**src/rtl/tabuleiro_pkg.sv**
```systemverilog
// Shared types for the LED-matrix battleship board: game phase and display layer.
package tabuleiro_pkg;

    typedef enum logic [1:0] {
        ST_SETUP    = 2'b00,
        ST_ATTACK   = 2'b01,
        ST_GAMEOVER = 2'b10
    } state_e;

    localparam logic VIEW_SHIPS   = 1'b0;
    localparam logic VIEW_ATTACKS = 1'b1;

    // Index width that never collapses to zero bits for a single-entry range.
    function automatic int idx_w(input int n);
        return (n > 1) ? $clog2(n) : 1;
    endfunction

endpackage

```
**src/rtl/modulo_varredura_colunas.sv**
```systemverilog
// Column scanner: a free-running divider advances the active column once per
// 2^SCAN_DIV clocks, cycling 0..COLS-1.
module modulo_varredura_colunas
    import tabuleiro_pkg::*;
#(
    parameter int COLS     = 5,
    parameter int SCAN_DIV = 20,
    localparam int CW      = idx_w(COLS)
) (
    input  logic          clk,
    input  logic          clr,
    output logic [CW-1:0] col_idx
);

    logic [SCAN_DIV-1:0] div_q, div_d;
    logic [CW-1:0]       col_q, col_d;
    logic                wrap;

    // Divider increment and column advance on divider wrap.
    always_comb begin
        div_d = div_q + 1'b1;
        wrap  = &div_q;
        col_d = col_q;
        if (wrap) begin
            col_d = (col_q == CW'(COLS - 1)) ? '0 : col_q + 1'b1;
        end
    end

    // Divider and column registers with synchronous clear.
    always_ff @(posedge clk) begin
        if (clr) begin
            div_q <= '0;
            col_q <= '0;
        end else begin
            div_q <= div_d;
            col_q <= col_d;
        end
    end

    assign col_idx = col_q;

endmodule

```
**src/rtl/modulo_tabuleiro_param.sv**
```systemverilog
// Battleship board on an LED matrix: ship placement, attack bookkeeping,
// hit/miss scoring and column-multiplexed display of either layer.
//
//   state     | meaning
//   ----------+--------------------------------------------------------
//   SETUP     | waiting for a press to load ship_mask as the fleet
//   ATTACK    | each press fires at (coord_row, coord_col)
//   GAMEOVER  | every ship cell hit; a press wipes the board
//   (11)      | unreachable; falls back to SETUP on the next clock
module modulo_tabuleiro_param
    import tabuleiro_pkg::*;
#(
    parameter int ROWS     = 7,
    parameter int COLS     = 5,
    parameter int SCAN_DIV = 20,
    localparam int RW      = idx_w(ROWS),
    localparam int CW      = idx_w(COLS),
    localparam int HW      = $clog2(ROWS * COLS + 1)
) (
    input  logic                 clk,
    input  logic                 clr,
    input  logic                 btn,
    input  logic [ROWS*COLS-1:0] ship_mask,
    input  logic [RW-1:0]        coord_row,
    input  logic [CW-1:0]        coord_col,
    input  logic                 view,
    output logic [COLS-1:0]      m_col,
    output logic [ROWS-1:0]      m_line,
    output logic [1:0]           state,
    output logic                 hit,
    output logic                 miss,
    output logic                 rep,
    output logic                 err,
    output logic [HW-1:0]        hit_count,
    output logic [HW-1:0]        ships_left
);

    localparam int N = ROWS * COLS;

    state_e          state_q, state_d;
    logic            btn_q, btn_d;
    logic [N-1:0]    ship_q, ship_d;
    logic [N-1:0]    atk_q, atk_d;
    logic [HW-1:0]   hc_q, hc_d;
    logic [HW-1:0]   sl_q, sl_d;
    logic            hit_q, hit_d;
    logic            miss_q, miss_d;
    logic            rep_q, rep_d;
    logic            err_q, err_d;

    logic            press;
    logic            in_range;
    logic [N-1:0]    atk_sel;
    logic [HW-1:0]   pop;
    logic [CW-1:0]   col_idx;
    logic [N-1:0]    layer;
    logic [N-1:0]    col_bits;

    modulo_varredura_colunas #(
        .COLS     (COLS),
        .SCAN_DIV (SCAN_DIV)
    ) u_varredura (
        .clk     (clk),
        .clr     (clr),
        .col_idx (col_idx)
    );

    // State register: game phase, boards, counters, edge detector and pulses.
    always_ff @(posedge clk) begin
        if (clr) begin
            state_q <= ST_SETUP;
            btn_q   <= 1'b0;
            ship_q  <= '0;
            atk_q   <= '0;
            hc_q    <= '0;
            sl_q    <= '0;
            hit_q   <= 1'b0;
            miss_q  <= 1'b0;
            rep_q   <= 1'b0;
            err_q   <= 1'b0;
        end else begin
            state_q <= state_d;
            btn_q   <= btn_d;
            ship_q  <= ship_d;
            atk_q   <= atk_d;
            hc_q    <= hc_d;
            sl_q    <= sl_d;
            hit_q   <= hit_d;
            miss_q  <= miss_d;
            rep_q   <= rep_d;
            err_q   <= err_d;
        end
    end

    // Next-state: press handling per phase, board updates and event pulses.
    always_comb begin
        press    = btn & ~btn_q;
        pop      = '0;
        for (int i = 0; i < N; i++) begin
            pop = pop + HW'(ship_mask[i]);
        end
        in_range = (int'(coord_row) < ROWS) && (int'(coord_col) < COLS);
        // Out-of-range shifts produce zero and are never used anyway.
        atk_sel  = N'(1) << (int'(coord_row) * COLS + int'(coord_col));

        state_d = state_q;
        btn_d   = btn;
        ship_d  = ship_q;
        atk_d   = atk_q;
        hc_d    = hc_q;
        sl_d    = sl_q;
        hit_d   = 1'b0;
        miss_d  = 1'b0;
        rep_d   = 1'b0;
        err_d   = 1'b0;

        case (state_q)
            ST_SETUP: begin
                if (press) begin
                    if (pop != '0) begin
                        ship_d  = ship_mask;
                        atk_d   = '0;
                        hc_d    = '0;
                        sl_d    = pop;
                        state_d = ST_ATTACK;
                    end else begin
                        err_d = 1'b1;
                    end
                end
            end
            ST_ATTACK: begin
                if (press) begin
                    if (!in_range) begin
                        err_d = 1'b1;
                    end else if (|(atk_q & atk_sel)) begin
                        rep_d = 1'b1;
                    end else begin
                        atk_d = atk_q | atk_sel;
                        if (|(ship_q & atk_sel)) begin
                            hit_d = 1'b1;
                            if (hc_q != HW'(N)) hc_d = hc_q + 1'b1;
                            if (sl_q != '0)     sl_d = sl_q - 1'b1;
                            if (sl_q <= HW'(1)) state_d = ST_GAMEOVER;
                        end else begin
                            miss_d = 1'b1;
                        end
                    end
                end
            end
            ST_GAMEOVER: begin
                if (press) begin
                    ship_d  = '0;
                    atk_d   = '0;
                    hc_d    = '0;
                    sl_d    = '0;
                    state_d = ST_SETUP;
                end
            end
            default: state_d = ST_SETUP;
        endcase
    end

    // Display: selected layer sliced at the active column; parked on column 0 while clear is held.
    always_comb begin
        layer    = (view == VIEW_ATTACKS) ? atk_q : ship_q;
        col_bits = layer >> col_idx;
        m_col    = '0;
        m_line   = '0;
        if (clr) begin
            m_col[0] = 1'b1;
        end else begin
            m_col = COLS'(1) << col_idx;
            for (int r = 0; r < ROWS; r++) begin
                m_line[r] = col_bits[r*COLS];
            end
        end
    end

    assign state      = state_q;
    assign hit        = hit_q;
    assign miss       = miss_q;
    assign rep        = rep_q;
    assign err        = err_q;
    assign hit_count  = hc_q;
    assign ships_left = sl_q;

endmodule
```
**config.mk**
```make
export PLATFORM = sky130hd
export DESIGN_NAME = modulo_tabuleiro_param
export DESIGN_NICKNAME = d
export VERILOG_FILES = /design/src/rtl/tabuleiro_pkg.sv /design/src/rtl/modulo_varredura_colunas.sv /design/src/rtl/modulo_tabuleiro_param.sv
export SDC_FILE = /design/constraint.sdc
export NUM_CORES = 1
export LEC_CHECK = 0
export BUFFER_PORTS_ARGS = -buffer_cell sky130_fd_sc_hd__buf_2
export CAP_MARGIN = 20
export CORE_MARGIN = 2
export CORE_UTILIZATION = 45
export DETAILED_ROUTE_END_ITERATION = 10
export SYNTH_ARGS = -nofsm -noshare
export SYNTH_HDL_FRONTEND = slang
export SYNTH_SLANG_ARGS = --single-unit
```
**constraint.sdc**
```tcl
create_clock -name clk -period 15.7 [get_ports clk]
set_input_delay 1.57 -clock clk [delete_from_list [all_inputs] [get_ports clk]]
set_output_delay 1.57 -clock clk [all_outputs]
set_load 0.01 [all_outputs]
```
==> summary.md, run 1 <==
| Metric | Value |
|---|---|
| Outcome | finished clean |
| Routed WL | 22.0 mm |
| Remaining Overflow, GRT | 0 |
| IO Port Bufs | 74 |
| Synth Register Bits | 112 |
| Sw Pwr | between 600 and 700 uW |
| CP max-delay cell | nor3_1 |
| Cts bufs inserted | 9 |
| First-pass GRT wire length | about 35 mm |
| Area leader, netlist | dfxtp_1 |
| Slowest cell delay on critical path | 570 ps |
| Final hold viol count | 0 |
| Most frequent CP cell | fa_1 |
| Cts repair resizes | 0 |
| Std-Cell Rows | 47 |
| DP Wirelength | 16.5 mm |
| Crit-path max FO | 13 |
| Total Negative Setup Slacks | 0 ps |
| Critical R2R Launch | state[0]$_SDFFE_PP0P_ |
| Initial DRT Pass Iterations | 5 |
| Ys flop type | dfxtp_1 |
| CTS Hold Bufs | 0 |
| Post-layout nets | about 1000 |
| Antenna diodes | 0 |
| Global placement routability congestion | 0.997 |
| Post-synth top cells | dfxtp_1, nor2_1, inv_1, a21oi_1, nor3_1 |
| Top-count cell post-synth | dfxtp_1 |
| Tcrit/Tclk final | 0.506 |
| Cell chain of the critical path | buf_2, inv_1, fa_1, inv_1, fa_1, inv_1, fa_1, fa_1, fa_1, fa_1, inv_1, fa_1, fa_1, a2111oi_0, o21ai_0, o311ai_2, or3_1, nand2_1, nor3_1, a22o_1 |
| Clock root buffer | clkbuf_16 |
| Sw frac | 0.466 |
| Drt wl/cell | 19.1 um |
| Pin count of the biggest net entering global routing | about 70 |
| Worst-case clock buffer depth | 2 |
| Antenna violations before repair | 0 |
| Async SR Flop Fraction | 0 |
| Crit path required time | 16000 ps |
| Fin crit period | 7950 ps |
| Synth Warn # | 0 |
| Die X | ~130 um |
| Flop pwr share | 0.269 |
| Reg2Reg Capture Point | atk_q[14]$_SDFFE_PP0P_ |
| Core area | between 15000 and 20000 um^2 |
| Sequential Area | 2240 um^2 |
| FILL cells | 1617 |
| Final core occ | 0.509 |
| Worst Path Arrival | 8250 ps |
| Netlist Area Pre-Place | 7690 um^2 |
| Overall routing resource usage | 0.247 |
| WHS Path Cells | 1 |
| Seq/Total Area, Yosys | 0.292 |
| Clock sink total | between 100 and 150 |
| Setup Skew | 7.99 ps |
| Worst-path clk slew | 80 ps |
| DRC Markers | 0 |
| Post-CTS Setup Bufs | 0 |
| PD cells | 161 nW/um^2 |
| Die footprint | 18100 um^2 |
| Worst slew margin | 0.440 |
| Via/cell ratio | about 5.9 |
| CP Class | input pin to flop |
| Hold Path Sink | u_varredura.div_q[0]$_SDFF_PP0_ |
| Worst IR Drop VDD | 0.000196 V |
| Slew @ Worst Pin | 840 ps |
| RSZ-0062 raised after global routing | false |
| Htree depth | 3 |
| Vias in the first global route | 6440 |
| Max frequency | 0.126 GHz |
| CP Launch Type | input pin |
| Largest cells by area after synthesis | dfxtp_1, fa_1, mux4_2, nor2_1, ha_1 |
| Post-Syn Nets | 991 |
| Worst hold start | u_varredura.div_q[0]$_SDFF_PP0_ |
| Layout cell share with drive strength beyond 1 | 0.156 |
| Combinational share of power | 0.564 |
| Reg2Reg Setup Slack | between 10000 and 15000 ps |
| Die Ht | 135 um |
| Initial DRC count | 470 |
| Worst reg2reg path depth | 10 |
| Hold WC Path Type | flop to flop |
| Mean Syn Cell Area | between 8 and 9 um^2 |
| Crit. Startpoint | ship_mask[11] |
| TritonCTS clock tree | done |
| Detailed-route via count | 6835 |
| Max-Cap Viols | 0 |
| Post-synth top area share | 0.292 |
| Cell-internal power | between 700 and 800 uW |
| Area growth syn-to-layout | 10.2% |
| Leakage | around 3.5 nW |
| Post-Syn Instances | 889 |
| Clock share of power | 0.167 |
| Worst setup EP type | flop |
| Io pins | 75 |
| Yosys cell types | slightly below 80 |
| Initial Util | 0.462 |
| Post-route ant nets | 0 |
| Multi-input gate area | just under 5000 um^2 |
| Slew Limit Fails | 0 |
| Clk Latency, worst-skew pair | 370 ps |
| Number of synthesized flops with an enable pin | 0 |
| Setup-failing EPs final | 0 |
[power by group through the flow]
stage	registers, mW	logic, mW	clock network [mW]
4_1_cts	0.364	0.765	0.234
2_1_floorplan	0.353	0.592	0
5_1_grt	0.370	0.860	0.242
3_5_place_dp	0.370	0.761	0
6_report	0.367	0.769	0.228
3_3_place_gp	0.371	0.749	0
[area by class of cell]
class / count / area share
Clock buffer: 9 / 0.0266
Clock inverter: 7 / 0.00753
Inverter: 84 / 0.0372
Multi-Input combinational cell: 636 / 0.577
Sequential cell: 112 / 0.265
Tap cell: 220 / 0.0325
Timing Repair Buffer: 85 / 0.0544
[metal layers]
layer	vias to the layer above	wire length (um)	GRT usage
met5	-	0	0
met4	0	708	0.102
met3	46	1730	0.0469
met2	284	9790	0.375
met1	3255	9770	0.346
li1	3250	-	-
[flip-flops by register name, indices dropped and copies added, names as in the netlist]
register / flops
ships_left: 6
u_varredura.div_q: 20
atk_q: 35
rep: 1
state: 2
err: 1
hit: 1
u_varredura.col_idx: 3
ship_q: 35
btn_q: 1
hit_count: 6
miss: 1
[cell families (layout without fill, tap and decap cells)]
logic type	count (synthesis)	in the layout	share of synthesized area
mux	56	56	0.104
fa+ha+maj	57	57	0.120
flops	112	112	0.292
buf+inv	141	185	0.0736
simple gates	301	301	0.199
xor+xnor	24	24	0.0273
compound gates	198	198	0.184
[worst max path at each step]
stage	end	slack, ps
floorplan	atk_q[10]$_SDFFE_PP0P_	8130
global placement	atk_q[18]$_SDFFE_PP0P_	7350
detailed placement	atk_q[14]$_SDFFE_PP0P_	7450
CTS	atk_q[30]$_SDFFE_PP0P_	7840
global route	atk_q[10]$_SDFFE_PP0P_	7420
finish	atk_q[14]$_SDFFE_PP0P_	7750
[stage by stage]
stage | hold WS [ps] | std cells | worst slack [ps] | power, mW | area [um^2]
floorplan | 413 | 889 | 8130 | 0.945 | 7690
global placement | 425 | 1136 | 7350 | 1.12 | 8170
detailed placement | 437 | 1137 | 7450 | 1.13 | 8180
CTS | 451 | 1153 | 7840 | 1.36 | 8470
global route | 469 | 1153 | 7420 | 1.47 | 8470
finish | 446 | 1153 | 7750 | 1.36 | 8470
[critical path, delay by kind of cell]
family	cells	cell delay [ps]
compound gates	4	1320
fa+ha+maj	8	3840
buf+inv	5	270
simple gates	3	1240
[placed cells by master, fill, tap and decap left out, types with 23 or more instances in the layout]
cell,n
dfxtp_1,112
fa_1,28
buf_2,74
inv_1,82
a22o_1,29
ha_1,29
nor2_1,105
nand2_1,32
nor3_1,49
mux2i_1,29
nand3_1,23
a21oi_1,60
Note: power is estimated with default switching activity, not from simulation.
==> run 2, diff against run 1 <==
- PLACE_DENSITY: unset -> 0.66
- clock period: 15.7 -> 6.81 ns (I/O delays scaled with it)
==> summary.md, run 2 (synthesized netlist as in run 1, its figures left out) <==
| Metric | Value |
|---|---|
| Vias in the first global route | 6426 (-0.22%) |
| Io pins | 75 (unchanged) |
| Layout cell share with drive strength beyond 1 | 0.162 (+0.00522) |
| FILL cells | 1577 (-2.5%) |
| Cts bufs inserted | 9 (unchanged) |
| Bufs and invs on worst path | 5 (unchanged) |
| Clock root buffer | clkbuf_16 |
| Outcome | finished clean |
| Worst-path clk slew | 70 ps (about the same) |
| Worst IR Drop VDD | 0.000470 V (+140%) |
| RSZ-0062 raised after global routing | false |
| First-pass GRT wire length | 34.9 mm (+0.32%) |
| Most frequent CP cell | fa_1 |
| Critical R2R Launch | state[0]$_SDFFE_PP0P_ |
| Hold_ws | 450 ps (+3.90 ps) |
| Antenna diodes | 0 (unchanged) |
| PnR worst setup slack | 279 ps (-7470 ps) |
| TritonCTS clock tree | done |
| Cell chain of the critical path | buf_2, inv_1, fa_1, inv_1, fa_1, inv_1, fa_1, fa_1, fa_1, fa_1, inv_1, fa_1, fa_1, a21o_1, a21oi_1, xnor2_1, o311ai_2, or2_2, a21oi_2, nor3b_2, a22o_1 |
| IO Port Bufs | 74 (unchanged) |
| CTS Hold Bufs | 0 (unchanged) |
| Max-Cap Viols | 0 (unchanged) |
| Global placement routability congestion | 1.01 (+0.96%) |
| Antenna violations before repair | 0 (unchanged) |
| Drt wl/cell | 18.9 um (-1.0%) |
| Crit. Startpoint | ship_mask[11] |
| Worst slew margin | 0.434 (-0.00588) |
| Placed cell count | 1144 (+0.62%) |
| Sw frac | 0.451 (-0.0159) |
| Most common cell after layout, fill and taps aside | dfxtp_1 |
| Die Ht | 135 um (unchanged) |
| Critical Path Sink | atk_q[27]$_SDFFE_PP0P_ |
| Crit-path max FO | 8 (-5) |
| Die footprint | 18100 um^2 (unchanged) |
| Worst Path Arrival | 6840 ps (-1410 ps) |
| DP Wirelength | 16.6 mm (+0.56%) |
| Setup-failing EPs final | 0 (unchanged) |
| Non-Filler Instances | 1160 (+0.61%) |
| Clk Latency, worst-skew pair | 370 ps (about the same) |
| Slew Limit Fails | 0 (unchanged) |
| Final hold viol count | 0 (unchanged) |
| Cts repair resizes | 0 (unchanged) |
| Top Registers | atk_q: 35 flops, ship_q: 35 flops, u_varredura.div_q: 20 flops |
| Total Negative Setup Slacks | 0 ps (unchanged) |
| Most frequent cells in the layout | dfxtp_1, nor2_1, inv_1 |
| Core area | 16600 um^2 (unchanged) |
| Worst path depth | 21 (+5.0%) |
| Final core occ | 0.515 (+0.00587) |
| Initial DRT Pass Iterations | 5 (unchanged) |
| Htree depth | 3 (unchanged) |
| Reg2Reg Capture Point | atk_q[27]$_SDFFE_PP0P_ |
| Post-CTS Setup Bufs | 0 (unchanged) |
| Reg2Reg Setup Slack | 4010 ps (-8320 ps) |
| Placed Area | 8260 um^2 (+1.0%) |
| Setup Skew | 8.18 ps (+0.190 ps) |
| Tcrit/Tclk final | 0.959 |
| Initial Util | 0.462 (unchanged) |
| Largest delay share family, worst path | adder cells |
| Clock sink total | 112 (unchanged) |
| Leakage | 3.58 nW (+1.6%) |
| Flop pwr share | 0.262 (-0.007) |
| Post-route cell area | 8570 um^2 (+1.2%) |
| Worst reg2reg path depth | 9 (-1) |
| Hold WC Path Type | flop to flop |
| Sw Pwr | 1.46 mW (+130%) |
| Max frequency | 0.153 GHz |
| Area growth syn-to-layout | 11.5% |
| PD cells | 379 nW/um^2 (+130%) |
| Worst setup EP type | flop |
| Post-layout nets | 1037 (+0.68%) |
| Remaining Overflow, GRT | 0 (unchanged) |
| Dpl ws | -70.2 ps (-7520 ps) |
| CP Launch Type | input pin |
| Routed WL | 21.9 mm (-0.40%) |
| Clock share of power | 0.172 (+0.005) |
| DRC Markers | 0 (unchanged) |
| Post-route ant nets | 0 (unchanged) |
| Overall power | 3.24 mW (+140%) |
| CP max-delay cell | fa_1 |
| CP Class | input pin to flop |
| Slew @ Worst Pin | 849 ps (+8.81 ps) |
| Cell-internal power | 1.78 mW (+140%) |
| Detailed-route via count | 6889 (+0.79%) |
| Overall routing resource usage | 0.246 (-0.000858) |
| Std-Cell Rows | 47 (unchanged) |
| Pin count of the biggest net entering global routing | 54 (-24%) |
| Fin crit period | 6530 ps |
| Crit path required time | 7120 ps (-8880 ps) |
| Via/cell ratio | 5.94 (+0.18%) |
| Slowest cell delay on critical path | 550 ps (-20 ps) |
| Die X | 135 um (unchanged) |
| Combinational share of power | 0.567 (+0.003) |
| Initial DRC count | 492 (+4.7%) |
| Worst-case clock buffer depth | 2 (unchanged) |
==> run 2: changes by cell type in the layout (fill, tap and decap cells not counted) <==
cell,before,now
clkinvlp_4,2,1
inv_8,2,1
bufinv_16,0,1
clkinv_4,2,1
buf_4,10,15
clkbuf_1,0,1
buf_8,1,0
buf_12,0,3
inv_6,1,2
==> run 2: worst min path at each step <==
stage / from / slack [ps] / cells past startpoint / endpoint
final: u_varredura.div_q[0]$_SDFF_PP0_ / 450 / 1 / u_varredura.div_q[0]$_SDFF_PP0_
after detailed placement: u_varredura.div_q[0]$_SDFF_PP0_ / 450 / 1 / u_varredura.div_q[0]$_SDFF_PP0_
after CTS: u_varredura.div_q[0]$_SDFF_PP0_ / 460 / 1 / u_varredura.div_q[0]$_SDFF_PP0_
after global routing: u_varredura.div_q[0]$_SDFF_PP0_ / 480 / 1 / u_varredura.div_q[0]$_SDFF_PP0_
after floorplan: u_varredura.div_q[0]$_SDFF_PP0_ / 410 / 1 / u_varredura.div_q[0]$_SDFF_PP0_
after global placement: u_varredura.div_q[0]$_SDFF_PP0_ / 430 / 1 / u_varredura.div_q[0]$_SDFF_PP0_
==> run 2: metal layers <==
layer | vias to the layer above | track usage | part of all wire
li1 | 3272 | - | -
met1 | 3305 | 0.339 | 0.44
met2 | 269 | 0.393 | 0.46
met3 | 43 | 0.0454 | 0.072
met4 | 0 | 0.0743 | 0.028
met5 | - | 0 | 0
==> run 2: area by class of cell <==
type | count | area (um^2) | area share
clock buffers | 10 | 229 | 0.0267
clock inverters | 6 | 75.1 | 0.00876
inverters | 84 | 315 | 0.0368
multi-input cells | 636 | 4890 | 0.571
flip-flops and latches | 112 | 2240 | 0.262
well taps | 220 | 275 | 0.0321
repair buffers | 92 | 543 | 0.0634
==> run 2: power by group through the flow <==
| stage | Sequential (mW) | Clock [mW] | Combinational [mW] |
|---|---|---|---|
| after CTS | 0.841 | 0.571 | 1.83 |
| after global routing | 0.854 | 0.593 | 2.07 |
| final | 0.849 | 0.556 | 1.84 |
| after global placement | 0.854 | 0 | 1.81 |
| after floorplan | 0.814 | 0 | 1.36 |
| after detailed placement | 0.855 | 0 | 1.82 |
